--- src/rtl/cpu_pkg.sv ---
// cpu_pkg -- shared types for the fetch / decode boundary.
//   if_state_e        : fetch-stage FSM states (FETCH, HOLD, DISCARD)
//   NOP_INSTR_DEFAULT : instruction word used for bubbles unless overridden
//   IF_ID_W           : width of the IF/ID bundle (valid + pc + pc4 + instr = 97)
//   if_id_t           : packed IF/ID bundle
//   if_id_bubble()    : builds a bubble bundle around a given NOP word
package cpu_pkg;

  localparam logic [31:0] NOP_INSTR_DEFAULT = 32'h0000_0000;
  localparam int unsigned IF_ID_W           = 97;

  typedef enum logic [1:0] {
    FETCH   = 2'd0,
    HOLD    = 2'd1,
    DISCARD = 2'd2
  } if_state_e;

  typedef struct packed {
    logic        valid;
    logic [31:0] pc;
    logic [31:0] pc4;
    logic [31:0] instr;
  } if_id_t;

  function automatic if_id_t if_id_bubble(input logic [31:0] nop);
    if_id_t b;
    b.valid = 1'b0;
    b.pc    = 32'h0;
    b.pc4   = 32'h0;
    b.instr = nop;
    return b;
  endfunction

endpackage

--- src/rtl/if_id_reg.sv ---
// if_id_reg -- IF/ID pipeline register with bubble / load / hold control.
//   clk    : clock
//   rst    : asynchronous active-low reset (loads a bubble)
//   load   : capture d
//   bubble : load a bubble; wins over load
//   d      : next IF/ID bundle (IF_ID_W bits)
//   q      : registered IF/ID bundle
module if_id_reg
  import cpu_pkg::*;
#(
  parameter logic [31:0] NOP_INSTR = NOP_INSTR_DEFAULT
) (
  input  logic               clk,
  input  logic               rst,
  input  logic               load,
  input  logic               bubble,
  input  logic [IF_ID_W-1:0] d,
  output logic [IF_ID_W-1:0] q
);

  always_ff @(posedge clk or negedge rst) begin
    if (!rst) begin
      q <= if_id_bubble(NOP_INSTR);
    end else if (bubble) begin
      q <= if_id_bubble(NOP_INSTR);
    end else if (load) begin
      q <= d;
    end
  end

endmodule

--- src/rtl/if_id_stage.sv ---
// if_id_stage -- instruction fetch control and IF/ID register.
//   clk, rst          : clock; asynchronous active-low reset
//   pc_i              : current fetch address
//   if_stall_o        : PC register must hold this cycle
//   imem_req_o/addr_o : instruction memory request and address
//   imem_rdata_i/rvalid_i : instruction memory response (may be zero-wait)
//   stall_i, flush_i  : hazard hold / redirect (flush wins)
//   id_*_o            : registered IF/ID contents
//   stall_cnt_o       : fetch-stall cycle counter, present only when the
//                       IF_STALL_CNT_EN macro is defined, otherwise constant 0
//
// state   | meaning
// --------+-------------------------------------------------------------
// FETCH   | request at pc_i; deliver the response straight into IF/ID
// HOLD    | response parked in skid_q while ID is stalled; no request
// DISCARD | redirect left a request in flight; keep addr, drop its data
module if_id_stage
  import cpu_pkg::*;
#(
  parameter logic [31:0] NOP_INSTR = NOP_INSTR_DEFAULT
) (
  input  logic        clk,
  input  logic        rst,
  input  logic [31:0] pc_i,
  output logic        if_stall_o,
  output logic        imem_req_o,
  output logic [31:0] imem_addr_o,
  input  logic [31:0] imem_rdata_i,
  input  logic        imem_rvalid_i,
  input  logic        stall_i,
  input  logic        flush_i,
  output logic        id_valid_o,
  output logic [31:0] id_pc_o,
  output logic [31:0] id_pc4_o,
  output logic [31:0] id_instr_o,
  output logic [31:0] stall_cnt_o
);

  if_state_e   state_q, state_d;
  logic [31:0] addr_q;
  logic [31:0] skid_q;
  logic        addr_load;
  logic        skid_load;
  logic        ifid_load;
  logic        ifid_bubble;
  if_id_t      ifid_d;
  if_id_t      ifid_q;

  always_ff @(posedge clk or negedge rst) begin
    if (!rst) begin
      state_q <= FETCH;
      addr_q  <= 32'h0;
      skid_q  <= NOP_INSTR;
    end else begin
      state_q <= state_d;
      if (addr_load) addr_q <= pc_i;
      if (skid_load) skid_q <= imem_rdata_i;
    end
  end

  always_comb begin
    state_d      = state_q;
    imem_req_o   = 1'b0;
    imem_addr_o  = addr_q;
    if_stall_o   = 1'b0;
    addr_load    = 1'b0;
    skid_load    = 1'b0;
    ifid_load    = 1'b0;
    ifid_bubble  = 1'b0;
    ifid_d.valid = 1'b1;
    ifid_d.pc    = pc_i;
    ifid_d.pc4   = pc_i + 32'd4;
    ifid_d.instr = imem_rdata_i;

    unique case (state_q)
      FETCH: begin
        imem_req_o  = 1'b1;
        imem_addr_o = pc_i;
        addr_load   = 1'b1;
        if (flush_i) begin
          // PC must move to the redirect target; an unanswered request
          // is still owed a response that has to be swallowed.
          ifid_bubble = 1'b1;
          state_d     = imem_rvalid_i ? FETCH : DISCARD;
        end else if (imem_rvalid_i) begin
          if (stall_i) begin
            skid_load  = 1'b1;
            if_stall_o = 1'b1;
            state_d    = HOLD;
          end else begin
            ifid_load  = 1'b1;
          end
        end else begin
          if_stall_o  = 1'b1;
          ifid_bubble = !stall_i;
        end
      end

      HOLD: begin
        // PC was held on entry, so addr_q still names the parked word.
        ifid_d.pc    = addr_q;
        ifid_d.pc4   = addr_q + 32'd4;
        ifid_d.instr = skid_q;
        if (flush_i) begin
          ifid_bubble = 1'b1;
          state_d     = FETCH;
        end else if (!stall_i) begin
          ifid_load   = 1'b1;
          state_d     = FETCH;
        end else begin
          if_stall_o  = 1'b1;
        end
      end

      DISCARD: begin
        imem_req_o  = 1'b1;
        if_stall_o  = 1'b1;
        ifid_bubble = flush_i || !stall_i;
        if (imem_rvalid_i) state_d = FETCH;
      end

      default: begin
        state_d     = FETCH;
        ifid_bubble = 1'b1;
      end
    endcase
  end

  if_id_reg #(
    .NOP_INSTR (NOP_INSTR)
  ) u_if_id_reg (
    .clk    (clk),
    .rst    (rst),
    .load   (ifid_load),
    .bubble (ifid_bubble),
    .d      (ifid_d),
    .q      (ifid_q)
  );

  assign id_valid_o = ifid_q.valid;
  assign id_pc_o    = ifid_q.pc;
  assign id_pc4_o   = ifid_q.pc4;
  assign id_instr_o = ifid_q.instr;

`ifdef IF_STALL_CNT_EN
  logic [31:0] stall_cnt_q;

  always_ff @(posedge clk or negedge rst) begin
    if (!rst) begin
      stall_cnt_q <= 32'h0;
    end else if (if_stall_o) begin
      stall_cnt_q <= stall_cnt_q + 32'd1;
    end
  end

  assign stall_cnt_o = stall_cnt_q;
`else
  assign stall_cnt_o = 32'h0;
`endif

endmodule

--- config.mk ---
export PLATFORM = sky130hd
export DESIGN_NAME = if_id_stage
export DESIGN_NICKNAME = d
export VERILOG_FILES = /design/src/rtl/cpu_pkg.sv /design/src/rtl/if_id_reg.sv /design/src/rtl/if_id_stage.sv
export SDC_FILE = /design/constraint.sdc
export NUM_CORES = 1
export LEC_CHECK = 0
export ABC_CLOCK_PERIOD_IN_PS = 4100
export CAP_MARGIN = 40
export CORE_MARGIN = 3
export CORE_UTILIZATION = 30
export DETAILED_ROUTE_END_ITERATION = 6
export HOLD_SLACK_MARGIN = 0.02
export PLACE_DENSITY_LB_ADDON = 0.3
export SETUP_SLACK_MARGIN = 0.5
export SYNTH_ARGS = -nofsm -noshare
export SYNTH_HDL_FRONTEND = slang
export SYNTH_SLANG_ARGS = --single-unit
--- constraint.sdc ---
create_clock -name clk -period 4.1 [get_ports clk]
set_clock_uncertainty 0.2 [all_clocks]
set_input_delay 0.41 -clock clk [delete_from_list [all_inputs] [get_ports clk]]
set_output_delay 0.41 -clock clk [all_outputs]
set_load 0.005 [all_outputs]
Word level (Yosys, flattened, before mapping)

Index checks and enable logic that the tools add are counted.
Widths: inputs -> output; s select.

Word-level logic and storage cells: 49
Output and inout port bits: 163
Bits of input ports: 69
Register bits: 163
Bits in latches: 0
Bits in read-only memories: 0
Memories: 0
Memory bits (writable): 0

Bitwise gates (word level): 0
Equality and inequality tests: 6
Shift operators: 0
Reductions and logical operators: 6
Add/sub/neg operators: 2
Order comparisons: 0
$mul: 0
Divide/modulo/power cells: 0
Multiplexer cells: 31

Operators by type and width:

| kind                  | number |
|---|---|
| $mux 97               | 2 |
| $mux 96               | 1 |
| $add 32x3->32 const B | 2 |
| $mux 32               | 1 |
| $mux 1                | 16 |
| $mux 2                | 7 |
| $ne 3x3->1 const B    | 3 |
| $pmux 1 s3            | 2 |
| $pmux 2 s3            | 1 |
| $reduce_and 4->1      | 1 |
| $eq 2x1->1 const B    | 1 |
| $eq 2x2->1 const B    | 1 |
| $logic_not 2->1       | 1 |
| $ne 2x2->1 const B    | 1 |
| $pmux 1 s2            | 1 |
| $reduce_bool 2->1     | 1 |
| $reduce_or 2->1       | 1 |
| $logic_not 1->1       | 1 |
| $logic_or 1x1->1      | 1 |

Longest topological paths before layout

Gate-level depths: netlist (run 1).

Depth in word-level cells: 6
Gate-level depth with buffers: 14
Gate-level depth less buffers: 8

Hierarchy

From an unflattened synthesis (run 1), not the netlist that was laid out.

Cell total of the unflattened synthesis: 826
Area total of the unflattened synthesis: 8490.6 um^2

By module, submodules not included:

| module      | area each (um^2) | cells an instance | times used | sequential area each (um^2) |
|---|---|---|---|---|
| if_id_stage | 4569.4           | 513               | 1          | 1651.6 |
| if_id_reg   | 3921.3           | 313               | 1          | 2427.3 |

Worst setup path before layout (run 1)

Ideal clock, no wire load.

Path kind: flip-flop to flip-flop
Start: register state_q[1]
End: register u_if_id_reg.q[48]
Data required time: 3778 ps
Path slack: 989 ps
Arrival time: 2789 ps
Library setup time: 122 ps
Cell stages (with the launch flop): 15
Cells stage by stage: dfrtp_1 buf_6 nand2b_4 buf_6 buf_6 buf_4 buf_4 buf_4 mux2i_1 inv_1 ha_1 nand4_4 or2_4 or3_1 a32o_1

Cells in the longest elaborated chain, start to end: 4

Ends and longest elaborated chain:

| element                  | RTL line          | source |
|---|---|---|
| start: declaration       | if_id_stage.sv:39 | `if_state_e state_q, state_d;` |
| start signal: assignment | if_id_stage.sv:55 | `state_q <= state_d;` |
| $eq 2x1->1               | if_id_stage.sv:75 | `unique case (state_q)` |
| $mux 96                  | if_id_stage.sv:75 |  |
| $mux 97                  | if_id_reg.sv:26   | `end else if (load) begin` |
| $mux 97                  | if_id_reg.sv:24   | `end else if (bubble) begin` |
| end signal: assignment   | if_id_reg.sv:23   | `q <= if_id_bubble(NOP_INSTR);` |
| end signal: assignment   | if_id_reg.sv:25   | `q <= if_id_bubble(NOP_INSTR);` |
| end: declaration         | if_id_reg.sv:18   | `output logic [IF_ID_W-1:0] q` |

Several ways; a longest one is shown, not always the timed one. The select of a mux whose other input is x is not followed.
A chain may end at the register's enable or synchronous reset.

Worst setup path after layout (run 1)

Start: register state_q[1]
End: register u_if_id_reg.q[63]

Same word-level chain as after synthesis.

==> run_results.csv, run 1 <==
group,metric,value,unit
finish,nFillCells,2399,
timing,tcrit_tclk_final,0.809,
clock_network,cts_max_path_buffers,2,
global_routing,grt_start_max_net_pins,71,
routing,vias_per_cell,4.72,
logic_synthesis,postSynthAreaPerCell,11.3,um2
timing,hold_violations,0,
logic_synthesis,ys_ff_latch,161,
floorplan,design.core.area,0.0247,mm2
setup_path,category_of_the_worst_setup_path_launch_point,"register",
timing,final.setup.tns,0,ns
setup_path,critPathKind,"register to register",
placement,place_area,0.00993,mm2
finish,layout.core_utilization,0.426,
routing,drt_first_pass_iters,4,
power_and_ir_drop,p_per_area,397,mW/mm2
clock_network,tritoncts_num_sinks,161,
power_and_ir_drop,p_leak,4.85,nW
floorplan,dieArea,0.0275,mm2
finish,insertedDiodeCount,0,
placement,placement.io_buffers,199,
placement,placedCellCount,1179,
finish,finalNonFillerCells,1211,
timing,slew_violations,0,
timing,setup_viol,0,
job,maxCapViolCount,0,
global_routing,grt_antenna_before_repair,1,
global_routing,grt-ovfl-total,0,
logic_synthesis,netlist_instances,678,
finish,drive_gt1_frac,0.157,
status,run_status,"finished clean",
finish,area_growth_syn_to_layout,37.2,%
timing,slew_headroom,0.405,
global_routing,track_usage,0.153,
setup_path,arrival,3.42,ns
routing,final_antenna_net_count,0,
routing,route.vias.total,5710,
finish,num-nets-final,945,
clock_network,clk-insertion-delay-late,0.42,ns
logic_synthesis,synth_async_sr_flop_share,1.00,
routing,first_iter_violations,244,
global_routing,grt_first_pass_wirelength,34200,um
timing,grt_setup_unrepaired,"no",
finish,multiInputGateArea,0.00332,mm2
clock_network,clk_transition_reported_paths,0.07,ns
floorplan,floorplan.die.height,166,um
power_and_ir_drop,overall_power_after_layout,4.17,mW
global_routing,vias_in_the_first_global_route,6008,
finish,design_area,0.0105,mm2
logic_synthesis,synth-edff-count,0,
finish,final-seq-area,0.00403,mm2
placement,place_hpwl,14900,um
logic_synthesis,post_synth_instance_area,0.00766,mm2
floorplan,die_w,166,um
clock_network,cts_htree_levels,4,
min_path,hold_class,"register to register",
routing,drt-wirelength-per-cell,17.4,um
placement,finalWeightedCongestion,0.757,
logic_synthesis,netlist-cell-type-count,53,
timing,clock.fmax,302,MHz
clock_network,ctsRootBufferMaster,"sky130_fd_sc_hd__clkbuf_16",
clock_network,clock_tree_from_tritoncts,"yes",
routing,detail_route.drc_violations,0,
setup_path,path_max_fanout,52,
floorplan,floorplan.initialDensity,0.311,
timing,period_minus_slack,3.32,ns
clock_network,cts_setup_buffers,0,
routing,drt_wl_total,21100,um
floorplan,top_ports,232,
setup_path,worst_setup_path_end_kind,"register",
logic_synthesis,synth.yosys.seq_area_share,0.526,
logic_synthesis,dominantRegCellSynth,"sky130_fd_sc_hd__dfrtp_1",
floorplan,placementRows,57,
logic_synthesis,warnings_synthesis,0,
clock_network,number_of_buffers_inserted_during_clock_tree_synthesis,17,
setup_path,required,4.20,ns
power_and_ir_drop,power.ir.vdd_worst,0.000222,V
timing,tightestPinTransition,0.891,ns
[metal layers]
metal,wire length [um],global-route usage,up-vias
li1,-,-,2702
met1,9750,0.204,2814
met2,9530,0.239,175
met3,1600,0.0545,17
met4,213,0.0383,2
met5,7,0,-
[registers in the layout, summed over array words and instances (netlist names)]
signal / flops
state_q: 2
skid_q: 32
addr_q: 32
u_if_id_reg.q: 95
[repair_timing]
item                      4_1_cts  5_1_grt
hold buffers                    1        0
resized for setup               0        0
hold endpoints to repair       67        0
[per-stage QoR]
stage | setup slack (ns) | hold WS [ns]
4_1_cts | 0.734 | 0.289
2_1_floorplan | 0.989 | -0.0856
6_report | 0.784 | 0.284
3_3_place_gp | 0.812 | 0.262
3_5_place_dp | 0.756 | 0.269
5_1_grt | 0.517 | 0.307
[critical path, stage by stage (launching register included)]
cell and delay [ns]:
sky130_fd_sc_hd__dfrtp_1 0.59, sky130_fd_sc_hd__nand2b_4 0.59, sky130_fd_sc_hd__buf_12 0.38, sky130_fd_sc_hd__mux2i_1 0.29, sky130_fd_sc_hd__nand4_2 0.26, sky130_fd_sc_hd__nor4_2 0.53, sky130_fd_sc_hd__mux2i_1 0.25, sky130_fd_sc_hd__nand3_1 0.08
[cells in the final DEF (no fill, tap or decap), types with 5 or more instances in the layout]
| cell | instances |
|---|---|
| sky130_fd_sc_hd__inv_6 | 6 |
| sky130_fd_sc_hd__o21ai_0 | 73 |
| sky130_fd_sc_hd__nor3_1 | 9 |
| sky130_fd_sc_hd__a21o_1 | 6 |
| sky130_fd_sc_hd__dfrtp_1 | 161 |
| sky130_fd_sc_hd__nand2_1 | 111 |
| sky130_fd_sc_hd__clkdlybuf4s50_1 | 198 |
| sky130_fd_sc_hd__conb_1 | 32 |
| sky130_fd_sc_hd__a22o_1 | 5 |
| sky130_fd_sc_hd__buf_4 | 17 |
| sky130_fd_sc_hd__mux2i_1 | 72 |
| sky130_fd_sc_hd__xor2_1 | 14 |
| sky130_fd_sc_hd__mux2_2 | 70 |
| sky130_fd_sc_hd__nor2_1 | 20 |
| sky130_fd_sc_hd__clkbuf_16 | 17 |
[path summary, 6_finish.rpt]
check                                             startpoint                             to  slack [ns]  cells after the start
max in group asynchronous                                rst  u_if_id_reg.q[12]$_DFFE_PN0P_        2.37                      3
min in group asynchronous                                rst  u_if_id_reg.q[44]$_DFFE_PN0P_        0.37                      2
worst min-delay path            u_if_id_reg.q[3]$_DFFE_PN0P_   u_if_id_reg.q[3]$_DFFE_PN0P_        0.28                      2
worst max-delay path                  state_q[1]$_DFFE_PN0P_  u_if_id_reg.q[63]$_DFFE_PN0P_        0.78                      7
worst max register to register        state_q[1]$_DFFE_PN0P_  u_if_id_reg.q[63]$_DFFE_PN0P_        0.78                      7
worst min register to register  u_if_id_reg.q[3]$_DFFE_PN0P_   u_if_id_reg.q[3]$_DFFE_PN0P_        0.28                      2
[synthesized netlist by cell type (3+ instances only)]
cell,count,area (um2)
sky130_fd_sc_hd__a21o_1,6,45.0
sky130_fd_sc_hd__a22o_1,5,43.8
sky130_fd_sc_hd__a22oi_1,4,30.0
sky130_fd_sc_hd__a31oi_1,3,18.8
sky130_fd_sc_hd__a32o_1,3,30.0
sky130_fd_sc_hd__and2_1,3,18.8
sky130_fd_sc_hd__buf_1,3,11.3
sky130_fd_sc_hd__buf_2,3,15.0
sky130_fd_sc_hd__buf_4,40,300
sky130_fd_sc_hd__buf_6,3,33.8
sky130_fd_sc_hd__clkbuf_1,23,86.3
sky130_fd_sc_hd__dfrtp_1,161,4030
sky130_fd_sc_hd__mux2_2,70,788
sky130_fd_sc_hd__mux2i_1,72,721
sky130_fd_sc_hd__nand2_1,111,417
sky130_fd_sc_hd__nand3_1,4,20.0
sky130_fd_sc_hd__nor2_1,21,78.8
sky130_fd_sc_hd__nor3_1,9,45.0
sky130_fd_sc_hd__nor4_1,3,18.8
sky130_fd_sc_hd__nor4_2,3,37.5
sky130_fd_sc_hd__o21ai_0,73,365
sky130_fd_sc_hd__o21ai_1,4,20.0
sky130_fd_sc_hd__xnor2_1,3,26.3
sky130_fd_sc_hd__xor2_1,14,123
[where the power goes]
part / internal (mW) / leakage [nW] / switching [mW] / total (mW)
registers: 1.75 / 2.08 / 0.0982 / 1.85
clock network: 0.905 / 0.277 / 0.709 / 1.61
logic: 0.400 / 2.49 / 0.307 / 0.707
total: 3.06 / 4.85 / 1.11 / 4.17
[final cells by class]
type,count,area share
Multi-Input combinational cell,474,0.316
Inverter,2,0.000714
Tap cell,324,0.0386
Clock buffer,17,0.0405
Clock inverter,14,0.0146
Timing Repair Buffer,219,0.206
Sequential cell,161,0.383
[cell families after synthesis]
logic type / share of synthesized area
compound gates: 0.0805
xor+xnor: 0.0194
fa+ha+maj: 0.00163
buf+inv: 0.0593
flops: 0.526
mux: 0.202
other cells: 0.000489
simple gates: 0.111
No activity file was read; power rests on OpenSTA's default activity.
==> inputs of run 2 (changes only) <==
--- a/config.mk
+++ b/config.mk
@@ -5,7 +5,7 @@
 export SDC_FILE = /design/constraint.sdc
 export NUM_CORES = 1
 export LEC_CHECK = 0
-export ABC_CLOCK_PERIOD_IN_PS = 4100
+export ABC_CLOCK_PERIOD_IN_PS = 3370
 export CAP_MARGIN = 40
 export CORE_MARGIN = 3
 export CORE_UTILIZATION = 30
==> constraint.sdc (replaced) <==
create_clock -name clk -period 3.37 [get_ports clk]
set_clock_uncertainty 0.2 [all_clocks]
set_input_delay 0.337 -clock clk [delete_from_list [all_inputs] [get_ports clk]]
set_output_delay 0.337 -clock clk [all_outputs]
set_load 0.005 [all_outputs]
==> run_results.csv, run 2 (same netlist as run 1, synthesis figures left out) <==
group,metric,value,unit
finish,max_ffs_per_register,95,
status,run_status,"finished clean",
finish,reg.largest.list,"u_if_id_reg.q (95), addr_q (32), skid_q (32)",
power_and_ir_drop,power_frac_clock,0.395,
setup_path,worst-path-buf-inv,3,
setup_path,worst_setup_path_end_kind,"primary output",
finish,nFillCells,2395,
timing,grt_setup_unrepaired,"yes",
timing,setup_slack,0.532,ns
timing,slew_headroom,0.552,
power_and_ir_drop,power.ir.vdd_worst,0.000228,V
timing,final.setup.tns,0,ns
placement,finalWeightedCongestion,0.785,
finish,drive_gt1_frac,0.171,
routing,drt-wirelength-per-cell,18.0,um
timing,slew_violations,0,
routing,route.vias.total,5752,
setup_path,rr_worst_depth,6,
placement,placement.io_buffers,199,
job,maxCapViolCount,0,
routing,drt_first_pass_iters,4,
setup_path,category_of_the_worst_setup_path_launch_point,"register",
clock_network,clk_transition_reported_paths,0.07,ns
clock_network,number_of_buffers_inserted_during_clock_tree_synthesis,17,
floorplan,die_w,166,um
setup_path,slowest_stage,"sky130_fd_sc_hd__clkdlybuf4s50_1",
global_routing,grt_start_max_net_pins,61,
power_and_ir_drop,internal_power,3.84,mW
power_and_ir_drop,p_per_area,486,mW/mm2
finish,regMostFlops,"u_if_id_reg.q",
setup_path,required,2.83,ns
timing,clock.fmax,352,MHz
setup_path,critPathTopFamily,"buffers and inverters",
floorplan,floorplan.die.height,166,um
power_and_ir_drop,pwr-share-seq,0.431,
global_routing,grt_antenna_before_repair,1,
power_and_ir_drop,net-switching-power,1.38,mW
min_path,hold_class,"input pin to asynchronous set/reset pin",
setup_path,arrival,2.30,ns
clock_network,ctsRootBufferMaster,"sky130_fd_sc_hd__clkbuf_16",
timing,setup_viol,0,
clock_network,clk-insertion-delay-late,0.42,ns
setup_path,path_max_fanout,15,
placement,place_hpwl,14900,um
placement,place_worst_setup_slack,0.421,ns
floorplan,placementRows,57,
timing,hold_violations,0,
clock_network,clock_tree_from_tritoncts,"yes",
setup_path,path_depth,5,
timing,period_minus_slack,2.84,ns
clock_network,cts_max_path_buffers,2,
global_routing,vias_in_the_first_global_route,5904,
finish,final_cell_mix,"sky130_fd_sc_hd__clkdlybuf4s50_1 (193), sky130_fd_sc_hd__dfrtp_1 (159), sky130_fd_sc_hd__nand2_1 (111), sky130_fd_sc_hd__o21ai_0 (73)",
setup_path,critPathKind,"register to primary output",
routing,detail_route.drc_violations,0,
finish,num-nets-final,955,
global_routing,track_usage,0.155,
timing,tcrit_tclk_final,0.842,
power_and_ir_drop,pwr-share-comb,0.174,
floorplan,dieArea,0.0275,mm2
finish,layout.core_utilization,0.435,
routing,final_antenna_net_count,0,
floorplan,design.core.area,0.0247,mm2
floorplan,floorplan.initialDensity,0.311,
finish,layout_commonest_cell,"sky130_fd_sc_hd__clkdlybuf4s50_1",
finish,area_growth_syn_to_layout,40.0,%
routing,vias_per_cell,4.71,
power_and_ir_drop,p_leak,4.99,nW
setup_path,critical_path_cell_by_cell,"buf_4 > nor2_4 > clkbuf_16 > mux2_2 > clkdlybuf4s50_1",
power_and_ir_drop,overall_power_after_layout,5.22,mW
setup_path,timing.critical_path.slowest_cell_delay,0.45,ns
power_and_ir_drop,swShare,0.264,
finish,insertedDiodeCount,0,
routing,first_iter_violations,253,
routing,drt_wl_total,22000,um
clock_network,tritoncts_num_sinks,161,
global_routing,grt-ovfl-total,0,
global_routing,grt_first_pass_wirelength,34300,um
clock_network,cts_htree_levels,4,
floorplan,top_ports,232,
timing,tightestPinTransition,0.671,ns
run 2: changes by cell type in the layout (fill, tap and decap cells not counted), sizes merged, moves of 2 or more:
cell           previous run  this run
buf                      20        27
clkdlybuf4s50           198       193
dlymetal6s2s              0         5
clkbuf                   17        20
clkinvlp                  3         1
inv                       8        10
run 2: what timing repair did:
item	CTS	global route
gates cloned	0	3
gates resized for setup	3	11
endpoints found under the hold margin	50	0
pin swaps	0	1
hold buffers	1	0
endpoints found under the setup margin	33	34
buffers inserted	0	7
run 2: path summary, 6_finish.rpt:
path,endpoint,slack [ns],startpoint
max in group asynchronous,u_if_id_reg.q[36]$_DFFE_PN0P_,1.96,rst
hold reg to reg,u_if_id_reg.q[59]$_DFFE_PN0P_,0.27,u_if_id_reg.q[59]$_DFFE_PN0P_
setup / recovery,imem_addr_o[24],0.53,state_q[1]$_DFFE_PN0P_
min in group clk,u_if_id_reg.q[59]$_DFFE_PN0P_,0.27,u_if_id_reg.q[59]$_DFFE_PN0P_
hold / removal,u_if_id_reg.q[7]$_DFFE_PN0P_,0.23,rst
setup reg to reg,u_if_id_reg.q[48]$_DFFE_PN0P_,0.61,state_q[0]$_DFFE_PN0P_
run 2: final cells by class:
cell class,instances,area (um2),share of cell area
Inverter,2,7.51,0.000700
Tap cell,324,405,0.0378
Timing Repair Buffer,228,2300,0.214
Clock inverter,14,190,0.0177
Clock buffer,18,429,0.0400
Multi-Input combinational cell,475,3370,0.314
Sequential cell,161,4030,0.376
run 2: worst register-to-register path, stage by stage (launching register included):
cell,delay (ns)
sky130_fd_sc_hd__dfrtp_2,0.52
sky130_fd_sc_hd__nand2b_4,0.25
sky130_fd_sc_hd__mux2i_1,0.39
sky130_fd_sc_hd__nand4bb_4,0.35
sky130_fd_sc_hd__or2_4,0.37
sky130_fd_sc_hd__or3_1,0.31
sky130_fd_sc_hd__a32o_1,0.25
run 2: power by group through the flow:
stage	Clock, mW	Sequential [mW]	Combinational [mW]
floorplan	0	2.26	0.446
global placement	0	2.28	0.871
detailed placement	0	2.28	0.878
CTS	2.13	2.25	0.887
global route	2.20	2.28	0.988
finish	2.06	2.25	0.906
run 2: per-stage QoR:
step	hold WS, ns	std cells	area [um2]
after global placement	0.132	1179	9940
after detailed placement	0.129	1179	9940
after CTS	0.219	1212	10600
final	0.228	1222	10700
after floorplan	-0.159	709	7810
after global routing	0.249	1222	10700
run 2: per-layer routing:
layer	GRT usage	up-vias	wire length (um)
li1	-	2714	-
met1	0.208	2815	10300
met2	0.234	200	9670
met3	0.0600	21	1770
met4	0.0420	2	267
met5	0	-	7
